File: config.mk
export PLATFORM = sky130hd
export DESIGN_NAME = zynq_axil_fifo_csr_flat
export DESIGN_NICKNAME = d
export VERILOG_FILES = /design/src/rtl/zynq_axil_fifo_csr_if.sv /design/src/rtl/zynq_axil_fifo_csr.sv /design/src/flat_wrapper.sv
export SDC_FILE = /design/constraint.sdc
export NUM_CORES = 1
export LEC_CHECK = 0
export ABC_AREA = 0
export CAP_MARGIN = 15
export CORE_MARGIN = 2
export CORE_UTILIZATION = 30
export DETAILED_ROUTE_END_ITERATION = 7
export PLACE_DENSITY = 0.57
export SYNTH_ARGS = -nofsm -noshare
export SYNTH_HDL_FRONTEND = slang
export SYNTH_SLANG_ARGS = --single-unit
File: constraint.sdc
create_clock -name aclk -period 8.15 [get_ports aclk]
set_input_delay 0.815 -clock aclk [delete_from_list [all_inputs] [get_ports aclk]]
set_output_delay 0.815 -clock aclk [all_outputs]
set_load 0.1 [all_outputs]
File: src/rtl/zynq_axil_fifo_csr_if.sv
// AXI4-Lite bus bundle between the PS s00_axi port and zynq_axil_fifo_csr.
// master: host side (drives AW/W/AR, accepts B/R); slave: endpoint side.
interface zynq_axil_fifo_csr_if #(
  parameter int addr_width_p = 10
) ();
  logic [addr_width_p-1:0] awaddr;
  logic [2:0]              awprot;
  logic                    awvalid;
  logic                    awready;
  logic [31:0]             wdata;
  logic [3:0]              wstrb;
  logic                    wvalid;
  logic                    wready;
  logic [1:0]              bresp;
  logic                    bvalid;
  logic                    bready;
  logic [addr_width_p-1:0] araddr;
  logic [2:0]              arprot;
  logic                    arvalid;
  logic                    arready;
  logic [31:0]             rdata;
  logic [1:0]              rresp;
  logic                    rvalid;
  logic                    rready;

  modport master (
    output awaddr, awprot, awvalid, wdata, wstrb, wvalid, bready,
           araddr, arprot, arvalid, rready,
    input  awready, wready, bresp, bvalid, arready, rdata, rresp, rvalid
  );

  modport slave (
    input  awaddr, awprot, awvalid, wdata, wstrb, wvalid, bready,
           araddr, arprot, arvalid, rready,
    output awready, wready, bresp, bvalid, arready, rdata, rresp, rvalid
  );
endinterface

File: src/rtl/zynq_axil_fifo_csr.sv
// AXI4-Lite slave terminating PS register traffic into PL-facing resources:
// num_regs_p RW CSRs, a PS-to-PL word FIFO and a PL-to-PS word FIFO.
// Ports:
//   aclk, aresetn      clock, async active-low reset
//   s00_axi            AXI4-Lite slave bundle
//   csr_data_o         all CSRs, reg i at [32i+31:32i]
//   ps_to_pl_*         FIFO head / valid / yumi (pop)
//   pl_to_ps_*         FIFO push data / valid / ready
// Map (word): 0 free slots (RO), 1 enqueue (WO), 2 occupancy (RO),
//             3 dequeue (RO, pops), 4+i CSR i (RW).
module zynq_axil_fifo_csr #(
  parameter int addr_width_p = 10,
  parameter int data_width_p = 32,
  parameter int num_regs_p   = 4,
  parameter int fifo_els_p   = 8
) (
  input  logic                     aclk,
  input  logic                     aresetn,
  zynq_axil_fifo_csr_if.slave      s00_axi,
  output logic [num_regs_p*32-1:0] csr_data_o,
  output logic [31:0]              ps_to_pl_data_o,
  output logic                     ps_to_pl_v_o,
  input  logic                     ps_to_pl_yumi_i,
  input  logic [31:0]              pl_to_ps_data_i,
  input  logic                     pl_to_ps_v_i,
  output logic                     pl_to_ps_ready_o
);

  localparam int cnt_w_lp  = $clog2(fifo_els_p + 1);
  localparam int ptr_w_lp  = $clog2(fifo_els_p);
  localparam int word_w_lp = addr_width_p - 2;
  localparam logic [cnt_w_lp-1:0]  els_lp   = cnt_w_lp'(fifo_els_p);
  localparam logic [word_w_lp-1:0] free_lp  = word_w_lp'(0);
  localparam logic [word_w_lp-1:0] enq_lp   = word_w_lp'(1);
  localparam logic [word_w_lp-1:0] occ_lp   = word_w_lp'(2);
  localparam logic [word_w_lp-1:0] deq_lp   = word_w_lp'(3);
  localparam logic [word_w_lp-1:0] csr0_lp  = word_w_lp'(4);
  localparam logic [1:0]           okay_lp  = 2'b00;
  localparam logic [1:0]           slverr_lp = 2'b10;

  if (data_width_p != 32) begin : g_bad_width
    $error("zynq_axil_fifo_csr: only 32-bit data is supported");
  end
  if (num_regs_p < 1 || num_regs_p > 16) begin : g_bad_regs
    $error("zynq_axil_fifo_csr: num_regs_p must be 1..16");
  end

  // live_q keeps every ready low until the first edge after reset release.
  logic                 live_q, live_d;
  logic                 aw_full_q, aw_full_d, w_full_q, w_full_d;
  logic [word_w_lp-1:0] aw_word_q, aw_word_d;
  logic [31:0]          w_data_q, w_data_d;
  logic [3:0]           w_strb_q, w_strb_d;
  logic                 bvalid_q, bvalid_d, rvalid_q, rvalid_d;
  logic [1:0]           bresp_q, bresp_d, rresp_q, rresp_d;
  logic [31:0]          rdata_q, rdata_d;
  logic [31:0]          csr_q [num_regs_p];
  logic [31:0]          csr_d [num_regs_p];
  logic [31:0]          p2l_mem_q [fifo_els_p];
  logic [31:0]          p2l_mem_d [fifo_els_p];
  logic [31:0]          l2p_mem_q [fifo_els_p];
  logic [31:0]          l2p_mem_d [fifo_els_p];
  logic [ptr_w_lp-1:0]  p2l_rd_q, p2l_rd_d, p2l_wr_q, p2l_wr_d;
  logic [ptr_w_lp-1:0]  l2p_rd_q, l2p_rd_d, l2p_wr_q, l2p_wr_d;
  logic [cnt_w_lp-1:0]  p2l_cnt_q, p2l_cnt_d, l2p_cnt_q, l2p_cnt_d;

  logic awready, wready, arready, aw_hs, w_hs, ar_hs, commit;
  logic p2l_push, p2l_pop, l2p_push, l2p_pop;
  logic [word_w_lp-1:0] ar_word;
  logic unused_prot;

  assign unused_prot = ^{s00_axi.awprot, s00_axi.arprot};

  assign awready = live_q & ~aw_full_q;
  assign wready  = live_q & ~w_full_q;
  assign arready = live_q & ~rvalid_q;
  assign aw_hs   = s00_axi.awvalid & awready;
  assign w_hs    = s00_axi.wvalid & wready;
  assign ar_hs   = s00_axi.arvalid & arready;

  assign s00_axi.awready = awready;
  assign s00_axi.wready  = wready;
  assign s00_axi.arready = arready;
  assign s00_axi.bvalid  = bvalid_q;
  assign s00_axi.bresp   = bresp_q;
  assign s00_axi.rvalid  = rvalid_q;
  assign s00_axi.rdata   = rdata_q;
  assign s00_axi.rresp   = rresp_q;

  assign ps_to_pl_v_o     = (p2l_cnt_q != '0);
  assign ps_to_pl_data_o  = ps_to_pl_v_o ? p2l_mem_q[p2l_rd_q] : '0;
  assign pl_to_ps_ready_o = live_q & (l2p_cnt_q != els_lp);

  for (genvar g = 0; g < num_regs_p; g++) begin : g_csr_out
    assign csr_data_o[32*g +: 32] = csr_q[g];
  end

  always_comb begin
    live_d    = 1'b1;
    aw_full_d = aw_full_q;
    aw_word_d = aw_word_q;
    w_full_d  = w_full_q;
    w_data_d  = w_data_q;
    w_strb_d  = w_strb_q;
    bvalid_d  = bvalid_q;
    bresp_d   = bresp_q;
    rvalid_d  = rvalid_q;
    rdata_d   = rdata_q;
    rresp_d   = rresp_q;
    csr_d     = csr_q;
    p2l_mem_d = p2l_mem_q;
    l2p_mem_d = l2p_mem_q;
    p2l_rd_d  = p2l_rd_q;
    p2l_wr_d  = p2l_wr_q;
    p2l_cnt_d = p2l_cnt_q;
    l2p_rd_d  = l2p_rd_q;
    l2p_wr_d  = l2p_wr_q;
    l2p_cnt_d = l2p_cnt_q;
    p2l_push  = 1'b0;
    l2p_pop   = 1'b0;
    ar_word   = s00_axi.araddr[addr_width_p-1:2];
    commit    = aw_full_q & w_full_q & ~bvalid_q;
    p2l_pop   = ps_to_pl_yumi_i & (p2l_cnt_q != '0);

    // write channel
    if (aw_hs) begin
      aw_full_d = 1'b1;
      aw_word_d = s00_axi.awaddr[addr_width_p-1:2];
    end
    if (w_hs) begin
      w_full_d = 1'b1;
      w_data_d = s00_axi.wdata;
      w_strb_d = s00_axi.wstrb;
    end
    if (bvalid_q && s00_axi.bready) bvalid_d = 1'b0;
    if (commit) begin
      aw_full_d = 1'b0;
      w_full_d  = 1'b0;
      bvalid_d  = 1'b1;
      bresp_d   = slverr_lp;
      // a same-edge yumi frees the slot the enqueue needs
      if (aw_word_q == enq_lp && (p2l_cnt_q != els_lp || p2l_pop)) begin
        p2l_push = 1'b1;
        bresp_d  = okay_lp;
      end
      for (int i = 0; i < num_regs_p; i++) begin
        if (aw_word_q == csr0_lp + word_w_lp'(i)) begin
          bresp_d = okay_lp;
          for (int b = 0; b < 4; b++) begin
            if (w_strb_q[b]) csr_d[i][8*b +: 8] = w_data_q[8*b +: 8];
          end
        end
      end
    end

    // read channel
    if (rvalid_q && s00_axi.rready) rvalid_d = 1'b0;
    if (ar_hs) begin
      rvalid_d = 1'b1;
      rdata_d  = '0;
      rresp_d  = slverr_lp;
      if (ar_word == free_lp) begin
        rdata_d = 32'(els_lp - p2l_cnt_q);
        rresp_d = okay_lp;
      end else if (ar_word == occ_lp) begin
        rdata_d = 32'(l2p_cnt_q);
        rresp_d = okay_lp;
      end else if (ar_word == deq_lp) begin
        if (l2p_cnt_q != '0) begin
          rdata_d = l2p_mem_q[l2p_rd_q];
          rresp_d = okay_lp;
          l2p_pop = 1'b1;
        end
      end
      for (int i = 0; i < num_regs_p; i++) begin
        if (ar_word == csr0_lp + word_w_lp'(i)) begin
          rdata_d = csr_q[i];
          rresp_d = okay_lp;
        end
      end
    end

    // a full PL-to-PS FIFO still takes a push on the edge the host pops it
    l2p_push = pl_to_ps_v_i & live_q & ((l2p_cnt_q != els_lp) | l2p_pop);

    if (p2l_push) begin
      p2l_mem_d[p2l_wr_q] = w_data_q;
      p2l_wr_d = p2l_wr_q + ptr_w_lp'(1);
    end
    if (p2l_pop) p2l_rd_d = p2l_rd_q + ptr_w_lp'(1);
    if (p2l_push && !p2l_pop) p2l_cnt_d = p2l_cnt_q + cnt_w_lp'(1);
    else if (!p2l_push && p2l_pop) p2l_cnt_d = p2l_cnt_q - cnt_w_lp'(1);

    if (l2p_push) begin
      l2p_mem_d[l2p_wr_q] = pl_to_ps_data_i;
      l2p_wr_d = l2p_wr_q + ptr_w_lp'(1);
    end
    if (l2p_pop) l2p_rd_d = l2p_rd_q + ptr_w_lp'(1);
    if (l2p_push && !l2p_pop) l2p_cnt_d = l2p_cnt_q + cnt_w_lp'(1);
    else if (!l2p_push && l2p_pop) l2p_cnt_d = l2p_cnt_q - cnt_w_lp'(1);
  end

  always_ff @(posedge aclk or negedge aresetn) begin
    if (!aresetn) begin
      live_q    <= 1'b0;
      aw_full_q <= 1'b0;
      aw_word_q <= '0;
      w_full_q  <= 1'b0;
      w_data_q  <= '0;
      w_strb_q  <= '0;
      bvalid_q  <= 1'b0;
      bresp_q   <= '0;
      rvalid_q  <= 1'b0;
      rdata_q   <= '0;
      rresp_q   <= '0;
      for (int i = 0; i < num_regs_p; i++) csr_q[i] <= '0;
      for (int i = 0; i < fifo_els_p; i++) begin
        p2l_mem_q[i] <= '0;
        l2p_mem_q[i] <= '0;
      end
      p2l_rd_q  <= '0;
      p2l_wr_q  <= '0;
      p2l_cnt_q <= '0;
      l2p_rd_q  <= '0;
      l2p_wr_q  <= '0;
      l2p_cnt_q <= '0;
    end else begin
      live_q    <= live_d;
      aw_full_q <= aw_full_d;
      aw_word_q <= aw_word_d;
      w_full_q  <= w_full_d;
      w_data_q  <= w_data_d;
      w_strb_q  <= w_strb_d;
      bvalid_q  <= bvalid_d;
      bresp_q   <= bresp_d;
      rvalid_q  <= rvalid_d;
      rdata_q   <= rdata_d;
      rresp_q   <= rresp_d;
      csr_q     <= csr_d;
      p2l_mem_q <= p2l_mem_d;
      l2p_mem_q <= l2p_mem_d;
      p2l_rd_q  <= p2l_rd_d;
      p2l_wr_q  <= p2l_wr_d;
      p2l_cnt_q <= p2l_cnt_d;
      l2p_rd_q  <= l2p_rd_d;
      l2p_wr_q  <= l2p_wr_d;
      l2p_cnt_q <= l2p_cnt_d;
    end
  end

  a_yumi_nonempty: assert property (@(posedge aclk) disable iff (!aresetn)
    ps_to_pl_yumi_i |-> ps_to_pl_v_o)
    else $error("ps_to_pl_yumi_i asserted while FIFO empty");

endmodule

File: src/flat_wrapper.sv
// flat-port wrapper written by rule: the top's interface ports become plain ports
module zynq_axil_fifo_csr_flat 
#(
  parameter int addr_width_p = 10,
  parameter int data_width_p = 32,
  parameter int num_regs_p   = 4,
  parameter int fifo_els_p   = 8
)
  (aclk, aresetn, csr_data_o, ps_to_pl_data_o, ps_to_pl_v_o, ps_to_pl_yumi_i, pl_to_ps_data_i, pl_to_ps_v_i, pl_to_ps_ready_o, s00_axi_awaddr, s00_axi_awprot, s00_axi_awvalid, s00_axi_wdata, s00_axi_wstrb, s00_axi_wvalid, s00_axi_bready, s00_axi_araddr, s00_axi_arprot, s00_axi_arvalid, s00_axi_rready, s00_axi_awready, s00_axi_wready, s00_axi_bresp, s00_axi_bvalid, s00_axi_arready, s00_axi_rdata, s00_axi_rresp, s00_axi_rvalid);
  zynq_axil_fifo_csr_if #(.addr_width_p(addr_width_p)) s00_axi_i ();
  input  logic aclk;
  input  logic aresetn;
  output logic [num_regs_p*32-1:0] csr_data_o;
  output logic [31:0] ps_to_pl_data_o;
  output logic ps_to_pl_v_o;
  input  logic ps_to_pl_yumi_i;
  input  logic [31:0] pl_to_ps_data_i;
  input  logic pl_to_ps_v_i;
  output logic pl_to_ps_ready_o;
  input wire logic [$bits(s00_axi_i.awaddr)-1:0] s00_axi_awaddr;
  input wire logic [$bits(s00_axi_i.awprot)-1:0] s00_axi_awprot;
  input wire logic [$bits(s00_axi_i.awvalid)-1:0] s00_axi_awvalid;
  input wire logic [$bits(s00_axi_i.wdata)-1:0] s00_axi_wdata;
  input wire logic [$bits(s00_axi_i.wstrb)-1:0] s00_axi_wstrb;
  input wire logic [$bits(s00_axi_i.wvalid)-1:0] s00_axi_wvalid;
  input wire logic [$bits(s00_axi_i.bready)-1:0] s00_axi_bready;
  input wire logic [$bits(s00_axi_i.araddr)-1:0] s00_axi_araddr;
  input wire logic [$bits(s00_axi_i.arprot)-1:0] s00_axi_arprot;
  input wire logic [$bits(s00_axi_i.arvalid)-1:0] s00_axi_arvalid;
  input wire logic [$bits(s00_axi_i.rready)-1:0] s00_axi_rready;
  output wire logic [$bits(s00_axi_i.awready)-1:0] s00_axi_awready;
  output wire logic [$bits(s00_axi_i.wready)-1:0] s00_axi_wready;
  output wire logic [$bits(s00_axi_i.bresp)-1:0] s00_axi_bresp;
  output wire logic [$bits(s00_axi_i.bvalid)-1:0] s00_axi_bvalid;
  output wire logic [$bits(s00_axi_i.arready)-1:0] s00_axi_arready;
  output wire logic [$bits(s00_axi_i.rdata)-1:0] s00_axi_rdata;
  output wire logic [$bits(s00_axi_i.rresp)-1:0] s00_axi_rresp;
  output wire logic [$bits(s00_axi_i.rvalid)-1:0] s00_axi_rvalid;
  assign s00_axi_i.awaddr = s00_axi_awaddr;
  assign s00_axi_i.awprot = s00_axi_awprot;
  assign s00_axi_i.awvalid = s00_axi_awvalid;
  assign s00_axi_i.wdata = s00_axi_wdata;
  assign s00_axi_i.wstrb = s00_axi_wstrb;
  assign s00_axi_i.wvalid = s00_axi_wvalid;
  assign s00_axi_i.bready = s00_axi_bready;
  assign s00_axi_i.araddr = s00_axi_araddr;
  assign s00_axi_i.arprot = s00_axi_arprot;
  assign s00_axi_i.arvalid = s00_axi_arvalid;
  assign s00_axi_i.rready = s00_axi_rready;
  assign s00_axi_awready = s00_axi_i.awready;
  assign s00_axi_wready = s00_axi_i.wready;
  assign s00_axi_bresp = s00_axi_i.bresp;
  assign s00_axi_bvalid = s00_axi_i.bvalid;
  assign s00_axi_arready = s00_axi_i.arready;
  assign s00_axi_rdata = s00_axi_i.rdata;
  assign s00_axi_rresp = s00_axi_i.rresp;
  assign s00_axi_rvalid = s00_axi_i.rvalid;
  zynq_axil_fifo_csr #(.addr_width_p(addr_width_p), .data_width_p(data_width_p), .num_regs_p(num_regs_p), .fifo_els_p(fifo_els_p)) u_core (.aclk(aclk), .aresetn(aresetn), .s00_axi(s00_axi_i), .csr_data_o(csr_data_o), .ps_to_pl_data_o(ps_to_pl_data_o), .ps_to_pl_v_o(ps_to_pl_v_o), .ps_to_pl_yumi_i(ps_to_pl_yumi_i), .pl_to_ps_data_i(pl_to_ps_data_i), .pl_to_ps_v_i(pl_to_ps_v_i), .pl_to_ps_ready_o(pl_to_ps_ready_o));
endmodule
Yosys cells after proc, flatten, opt, wreduce, memory -nomap -nowiden
Index checks and enable logic that the tools add are counted.

cells by class
  add/sub/neg operators = 9
  magnitude comparators = 6
  equality and inequality tests = 13
  multiplexer cells = 53
  bitwise logic cells = 21
  reductions and logical operators = 39

operator list
  cell                   count
  $bwmux W256            2
  $mux W32               15
  $bmux W32 S3           2
  $demux W32 S3          2
  $eq A8 B3 Y1 const B   8
  $reduce_and A3 Y1      16
  $mux W2                13
  $eq A8 B2 Y1 const B   2
  $ge A4 B4 Y1 const B   4
  $mux W4                4
  $not A3 Y4             4
  $mux W1                15
  $add A3 B1 Y3 const B  4
  $and A1 B1 Y1          12
  $reduce_bool A2 Y1     6
  $logic_and A1 B1 Y1    9
  $add A4 B1 Y4 const B  2
  $eq A8 B1 Y1 const B   1
  $logic_not A8 Y1       1
  $lt A4 B1 Y1 const B   2
  $ne A4 B4 Y1 const B   2
  $reduce_bool A4 Y1     2
  $sub A4 B1 Y4 const B  2
  $sub A4 B4 Y5 const A  1
  other kinds (4)        10

word-level totals
  flip-flop bits (word level) = 745
  bits of input ports = 103
  output and inout bits = 203
  logic and storage cells = 190

Logic depth before layout (Yosys ltp)
Gate-level depths: netlist of the first run.

  word-level depth = 12
  depth in mapped cells = 14
  depth with buffers taken out = 14

Worst setup path after synthesis of the first run
No wires, ideal clock.

  path kind = register -> register
  from = reg u_core.rvalid_q (netlist: u_core.s00_axi.rvalid)
  to = reg u_core.l2p_cnt_q[3]
  setup time = 0.125 ns
  data arrival time = 4.295 ns
  data required time = 8.025 ns
  slack = 3.730 ns
  cell stages (with the launch flop) = 14
  buffers on the path = 2
  clock period less this slack = 4.420 ns
  cells stage by stage = dfrtp_1 nor2b_1 and2_1 clkbuf_1 clkbuf_1 nand2_1 ha_1 inv_1 ha_1 a21o_1 a21oi_1 xnor2_1 nor2_1 xor2_1

on the way
  cells in the longest elaborated chain, start to end = 9
  elaborated cells on any way between the ends = 12
  those cells by class = mux: 2; bitwise: 5; reduce/logical: 5

ends and longest elaborated chain
  item                          line                       RTL
  start: declaration            zynq_axil_fifo_csr.sv:54   logic bvalid_q, bvalid_d, rvalid_q, rvalid_d;
  start signal: assignment      zynq_axil_fifo_csr.sv:236  rvalid_q <= rvalid_d;
  $not A1 Y1 (*)                zynq_axil_fifo_csr.sv:76   assign arready = live_q & ~rvalid_q;
  $and A1 B1 Y1 (*)             zynq_axil_fifo_csr.sv:76
  named net s00_axi_arready     flat_wrapper.sv:35         output wire logic [$bits(s00_axi_i.arready)-1:0] s00_axi_arready;
  $and A1 B1 Y1 (*)             zynq_axil_fifo_csr.sv:79   assign ar_hs = s00_axi.arvalid & arready;
  $mux W1 (*)                   zynq_axil_fifo_csr.sv:158  if (ar_hs) begin
  $or A1 B1 Y1                  zynq_axil_fifo_csr.sv:184  l2p_push = pl_to_ps_v_i & live_q & ((l2p_cnt_q != els_lp) | l2p_pop);
  $and A1 B1 Y1                 zynq_axil_fifo_csr.sv:184
  $logic_not A1 Y1              zynq_axil_fifo_csr.sv:200  else if (!l2p_push && l2p_pop) l2p_cnt_d = l2p_cnt_q - cnt_w_lp'(1);
  $logic_and A1 B1 Y1           zynq_axil_fifo_csr.sv:200
  $reduce_bool A2 Y1 (no line)  -
  end signal: assignment        zynq_axil_fifo_csr.sv:247  l2p_cnt_q <= l2p_cnt_d;
  end: declaration              zynq_axil_fifo_csr.sv:65   logic [cnt_w_lp-1:0] p2l_cnt_q, p2l_cnt_d, l2p_cnt_q, l2p_cnt_d;

The timed path passes the listed nets; every way through them passes the cells marked *.
A chain may end at the register's enable or synchronous reset.

Final worst setup path of the first run
  from = reg u_core.p2l_rd_q[0]
  to = out ps_to_pl_data_o[17]

on the way
  cells in the longest elaborated chain, start to end = 5

ends and longest elaborated chain
  item                                         line                       RTL
  start: declaration                           zynq_axil_fifo_csr.sv:63   logic [ptr_w_lp-1:0] p2l_rd_q, p2l_rd_d, p2l_wr_q, p2l_wr_d;
  start signal: assignment                     zynq_axil_fifo_csr.sv:242  p2l_rd_q <= p2l_rd_d;
  $not A3 Y4 (implied by the code)             zynq_axil_fifo_csr.sv:91   assign ps_to_pl_data_o = ps_to_pl_v_o ? p2l_mem_q[p2l_rd_q] : '0;
  $bmux W32 S3                                 zynq_axil_fifo_csr.sv:91
  $mux W32 (implied by the code) (2 in a row)  zynq_axil_fifo_csr.sv:91
  $mux W32                                     zynq_axil_fifo_csr.sv:91
  end: declaration                             flat_wrapper.sv:14         output logic [31:0] ps_to_pl_data_o;

Every way passes these cells. The select of a mux whose other input is x is not followed.

==> results of run 1 <==
-- cells in the final DEF, fill, tap and decap left out, types with 7 or more instances in the layout --
master,n
nand2_1,122
a221oi_1,11
inv_1,12
mux2_4,30
clkbuf_1,24
a22oi_1,14
nor2_1,79
mux2_1,31
o21ai_0,66
dfrtp_1,737
clkbuf_8,22
mux2i_1,51
buf_4,44
clkbuf_16,86
ha_1,11
a211oi_1,31
xnor2_1,12
clkdlybuf4s50_1,289
nand3_1,20
nor2b_1,7
nor3_1,12
mux4_2,128
mux2_2,643
a21oi_1,37
-- worst reg2reg max path, cell delays in order, from the launching register on --
cell and delay, ns:
dfrtp_1 0.68, nor2b_1 0.30, nand2_2 0.41, buf_4 0.45
o21ba_2 0.35, nor2_1 0.28, ha_1 0.25, inv_1 0.09
ha_1 0.29, a21o_1 0.18, a21oi_1 0.16, xnor2_1 0.13
nor2_1 0.07, xor2_1 0.14
-- power breakdown --
group / total [W] / internal, W / switching, W
clock network: 0.00380 / 0.00227 / 0.00153
logic: 0.00299 / 0.00143 / 0.00156
registers: 0.00550 / 0.00455 / 0.000945
-- final timing paths --
path / from / slack (ns) / endpoint
worst min-delay path: aresetn / 0.19 / u_core.aw_word_q[7]$_DFFE_PN0P_
worst max register to register: u_core.live_q$_DFF_PN0_ / 4.26 / u_core.l2p_cnt_q[3]$_DFFE_PN0P_
max in group asynchronous: aresetn / 6.25 / u_core.csr_data_o[114]$_DFFE_PN0P_
worst min register to register: u_core.s00_axi.rresp[1]$_DFFE_PN0P_ / 0.48 / u_core.s00_axi.rresp[1]$_DFFE_PN0P_
worst max-delay path: u_core.p2l_rd_q[0]$_DFFE_PN0P_ / 2.98 / ps_to_pl_data_o[17]
min in group aclk: u_core.s00_axi.rresp[1]$_DFFE_PN0P_ / 0.48 / u_core.s00_axi.rresp[1]$_DFFE_PN0P_
-- flip-flops by register name, indices dropped and copies added (netlist names) --
name,flops
u_core.p2l_mem_q,256
u_core.l2p_cnt_q,4
u_core.aw_word_q,8
u_core.s00_axi.rresp,1
u_core.aw_full_q,1
u_core.p2l_rd_q,3
u_core.w_full_q,1
u_core.l2p_wr_q,3
u_core.w_data_q,32
u_core.l2p_rd_q,3
u_core.csr_data_o,128
u_core.p2l_wr_q,3
u_core.s00_axi.bresp,1
u_core.live_q,1
u_core.l2p_mem_q,256
u_core.s00_axi.rvalid,1
u_core.w_strb_q,4
u_core.s00_axi.bvalid,1
u_core.p2l_cnt_q,4
u_core.s00_axi.rdata,32
-- area by class of cell --
class | count | share of cell area, %
multi-input combinational | 1376 | 34.7
inverter | 12 | 0.110
sequential | 743 | 45.6
clock buffer | 132 | 6.24
antenna | 6 | 0.0368
tap | 1488 | 4.56
clock inverter | 19 | 0.595
timing repair buffer | 340 | 8.14
-- metal layers --
metal / part of all wire, % / vias up / global-route usage, %
met5: 0.13 / - / 0
met4: 2.4 / 24 / 4.61
met3: 8.2 / 183 / 5.58
met2: 46 / 665 / 29.5
met1: 43 / 11300 / 24.6
li1: - / 8946 / -
-- through the flow --
| step | util [%] | setup slack, ns | power, W | hold slack, ns |
|---|---|---|---|---|
| 5_1_grt | 36.9 | 2.73 | 0.0129 | 0.288 |
| 3_5_place_dp | 34.3 | 3.40 | 0.00857 | 0.465 |
| 4_1_cts | 36.9 | 2.81 | 0.0124 | 0.278 |
| 6_report | 36.9 | 2.98 | 0.0123 | 0.186 |
| 2_1_floorplan | - | 3.73 | 0.00749 | 0.452 |
| 3_3_place_gp | 34.3 | 3.37 | 0.00837 | 0.464 |
-- kinds of logic (layout without fill, tap and decap cells) --
logic type,count (synthesis),count (layout),synth area share [%]
flops,743,743,55.6
other cells,2,9,0.0224
buf+inv,184,503,2.27
simple gates,286,286,3.81
compound gates,173,173,3.16
fa+ha+maj,13,13,0.531
xor+xnor,18,18,0.471
mux,883,883,34.2
==> results_dict.tcl, run 1 <==
set metrics [dict create \
    yosys_warnings 0 \
    clock_sinks 743 \
    synth_seq_cells 743 \
    setup_viol 0 \
    place_congestion 0.780 \
    outcome "finished clean" \
    die_h_microns 338 \
    cts-resized-gates 0 \
    h-tree-depth 3 \
    ys_types 52 \
    dp_hpwl_microns 70300 \
    cts_made_buffers 84 \
    start_kind "flip-flop" \
    timing.slew.headroom_pct 11.0 \
    final_area_sq_um 40800 \
    place_area_sq_um 38000 \
    cts-root-buf "clkbuf_16" \
    drc 0 \
    vias 21100 \
    area_growth_pct 22.0 \
    post_cts_buffers 0 \
    place_inst 3958 \
    synth_flop_cell "dfrtp_1" \
    skew_ns 0.0286 \
    die_w_microns 338 \
    synth_top_area_share_pct 55.6 \
    worst_slew_pin_slew_ns 1.33 \
    fillers 10400 \
    firstDrtPassIters 5 \
    antenna_found_initial 17 \
    criticalPathCategory "reg -> out" \
    synthTopCellsByCount "dfrtp_1, mux2_2, mux4_2" \
    synth_top_area_cell "dfrtp_1" \
    core-area_sq_um 111000 \
    ios 306 \
    synth_area_sq_um 33500 \
    leakage_nw 18.1 \
    clk_latency_ns 0.65 \
    fin_setup_tns_ns 0 \
    max_stage_delay_ns 1.23 \
    hold_class "in -> async" \
    cts_max_path_buffers 3 \
    synth_edf_count 0 \
    drt_iter0_markers 1492 \
    ant_nets 0 \
    hold_violations 0 \
    path_delay_family "buffers and inverters" \
    track_usage_pct 18.5 \
    drive_gt1_share_pct 38.3 \
    wirelength_microns 106000 \
    synth.most_common_cell "dfrtp_1" \
    reg2reg_depth 13 \
    rsz0062_at_grt "no" \
    initial_core_util_pct 30.2 \
    fin_nets 2673 \
    grt_pass1_vias 22600 \
    ys_async_sr_fraction_pct 100 \
    overflow 0 \
    period_needed_ns 5.17 \
    regArea_sq_um 18600 \
    multiInputGateArea_sq_um 14200 \
    ctsHoldBuffers 0 \
    cts_tree "yes" \
    dieArea_sq_um 114000 \
    required_ns 7.34 \
    end_kind "output pin" \
    synthCells 2302 \
    fmax_ghz 0.193 \
    worst-path-max-fanout 39 \
    cp_num_cells 5 \
    fp-row-count 122 \
    syn-mean-instance-area_sq_um 14.5 \
    drt-vias-per-instance 5.12 \
    fin_cells 4116 \
    wire_per_inst_microns 25.8 \
    irDropWorstVdd_mv 0.162 \
    clk_pin_slew_ns 0.06 \
    ys_seq_area_share_pct 55.6 \
    grt_pass1_wl_microns 155000 \
    crit_chain "buf_4 -> mux4_2 -> mux2i_1 -> nor2_1 -> clkdlybuf4s50_1" \
    cpMaxStageDelayCell "clkdlybuf4s50_1" \
    synth_area_leaders "dfrtp_1, mux2_2, mux4_2" \
    portBuffers 293 \
    maxSlewViolCount 0 \
    cp.arrival_ns 4.36 \
    drv_cap 0 \
    p_per_area_nw_per_um2 301 \
    worst-path-buf-inv 2 \
    grt_max_degree 189 \
    layout_worst_path_cycle_share_pct 63.4 \
]
(Power assumes the default switching activity.)
==> run 2: changes to the inputs <==
PLACE_DENSITY = 0.59   (was 0.57)
clock period = 4.7 ns   (was 8.15 ns; I/O delays follow)
==> run 2 against run 1 <==
Compared with the run above: global-route usage decreased by 0.088 points; total power increased by 77%; sequential cell count unchanged; via count decreased by 1.4%; worst setup slack worse by 2.4 ns; count of clock-buffer cells in the layout fell by 9; combinational power rose by 70%; hold slack improved by 0.20 ns; cell area up 0.95%; largest cell class unchanged.
==> results_dict.tcl, run 2 (synthesis gave the netlist of run 1 again) <==
set metrics [dict create \
    outcome "finished clean" \
    dieArea_sq_um 114000 \
    track_usage_pct 18.4 \
    leakage_nw 18.4 \
    drt-vias-per-instance 5.01 \
    layout_commonest_cell "dfrtp_1" \
    p_per_area_nw_per_um2 527 \
    initial_core_util_pct 30.2 \
    start_kind "flip-flop" \
    fin_nets 2699 \
    ctsHoldBuffers 1 \
    fmax_ghz 0.243 \
    die_h_microns 338 \
    grt_pass1_wl_microns 153000 \
    hold_class "in -> reg" \
    rsz0062_at_grt "no" \
    cts-resized-gates 0 \
    cts_made_buffers 86 \
    fin_setup_tns_ns 0 \
    drive_gt1_share_pct 40.1 \
    overflow 0 \
    ios 306 \
    cts_max_path_buffers 3 \
    layout_common_cells "dfrtp_1, mux2_2, clkdlybuf4s50_1, mux4_2, nand2_1" \
    layout_worst_path_cycle_share_pct 87.5 \
    hold_depth 2 \
    fp-row-count 122 \
    area_growth_pct 23.1 \
    cp.arrival_ns 3.64 \
    cts_tree "yes" \
    post_cts_buffers 0 \
    portBuffers 293 \
    dp_slack_ns 0.698 \
    fillers 10600 \
    timing.slew.headroom_pct 20.7 \
    required_ns 4.23 \
    reg2reg_depth 14 \
    p_sw_w 0.00712 \
    firstDrtPassIters 5 \
    power.internal_w 0.0146 \
    combPwrFrac_pct 23.5 \
    fin_ws_ns 0.586 \
    end_kind "output pin" \
    clock_sinks 743 \
    drc 0 \
    wire_per_inst_microns 25.3 \
    h-tree-depth 3 \
    ant_nets 0 \
    criticalPathCategory "reg -> out" \
    worst-path-max-fanout 24 \
    setup_viol 0 \
    switching_share_pct 32.8 \
    die_w_microns 338 \
    vias 20800 \
    grt_pass1_vias 21500 \
    irDropWorstVdd_mv 0.305 \
    grt_max_degree 133 \
    clk_latency_ns 0.66 \
    dp_hpwl_microns 69700 \
    skew_ns 0.0247 \
    place_congestion 0.771 \
    wirelength_microns 105000 \
    core-area_sq_um 111000 \
    timing.hold.ws_ns 0.381 \
    worst_slew_pin_slew_ns 1.19 \
    p_clk_share_pct 32.2 \
    pwr-share-seq_pct 44.3 \
    antenna_found_initial 21 \
    drv_cap 0 \
    maxSlewViolCount 0 \
    hold_violations 0 \
    period_needed_ns 4.11 \
    cts-root-buf "clkbuf_16" \
    drt_iter0_markers 1605 \
    clk_pin_slew_ns 0.06 \
]
==> run 2: changes by cell type in the layout (fill, tap and decap cells not counted), sizes merged <==
cell,previous run,this run
clkinv,7,19
dlygate4sd3,0,1
bufinv,4,10
clkinvlp,4,3
clkbuf,132,123
diode,6,5
clkdlybuf4s50,289,267
buf,51,96
==> run 2: final timing paths <==
check	startpoint	end	slack, ns
worst max-delay path	u_core.p2l_cnt_q[0]$_DFFE_PN0P_	ps_to_pl_data_o[12]	0.59
worst min-delay path	s00_axi_bready	u_core.s00_axi.bvalid$_DFFE_PN0P_	0.38
worst max register to register	u_core.p2l_cnt_q[0]$_DFFE_PN0P_	u_core.p2l_cnt_q[3]$_DFFE_PN0P_	1.18
worst min register to register	u_core.l2p_mem_q[183]$_DFFE_PN0P_	u_core.l2p_mem_q[183]$_DFFE_PN0P_	0.49
max in group asynchronous	aresetn	u_core.csr_data_o[96]$_DFFE_PN0P_	3.00
min in group asynchronous	aresetn	u_core.s00_axi.rdata[1]$_DFFE_PN0P_	0.41
==> run 2: layout make-up <==
type	count	area, sq um	area share, %
well taps	1488	1860	4.52
repair buffers	364	3520	8.53
diodes	5	12.5	0.0304
clock inverters	36	505	1.23
clock buffers	123	2450	5.95
multi-input cells	1376	14200	34.5
inverters	12	45.0	0.109
flip-flops and latches	743	18600	45.2
==> run 2: routing by layer <==
metal | vias up | track usage [%] | wire length, microns
met1 | 11100 | 26.4 | 48900
met4 | 24 | 4.07 | 1750
met3 | 120 | 4.35 | 7150
met2 | 522 | 28.3 | 47100
li1 | 8982 | - | -
met5 | - | 0 | 163
==> run 2: critical path, cell delays in order, from the launching register on <==
cell	delay, ns
dfrtp_1	0.47
inv_1	0.09
ha_1	0.19
nand2b_1	0.18
nor2_4	0.73
nor2_1	0.27
clkdlybuf4s50_1	1.04
==> run 2: per-stage QoR <==
step	cell area [sq um]	total power, W	util (%)	instances
after global placement	38200	0.0148	34.5	3982
after detailed placement	38200	0.0149	34.5	3982
after CTS	41200	0.0219	37.2	4142
after floorplan	33500	0.0130	-	2303
final	41200	0.0217	37.2	4147
after global routing	41200	0.0227	37.2	4142
==> run 2: power groups by stage <==
stage / Sequential [W] / Combinational [W] / Clock (W)
after floorplan: 0.00950 / 0.00349 / 0
after global placement: 0.00970 / 0.00507 / 0
after detailed placement: 0.00973 / 0.00515 / 0
after CTS: 0.00963 / 0.00516 / 0.00715
after global routing: 0.00988 / 0.00545 / 0.00742
final: 0.00963 / 0.00509 / 0.00699
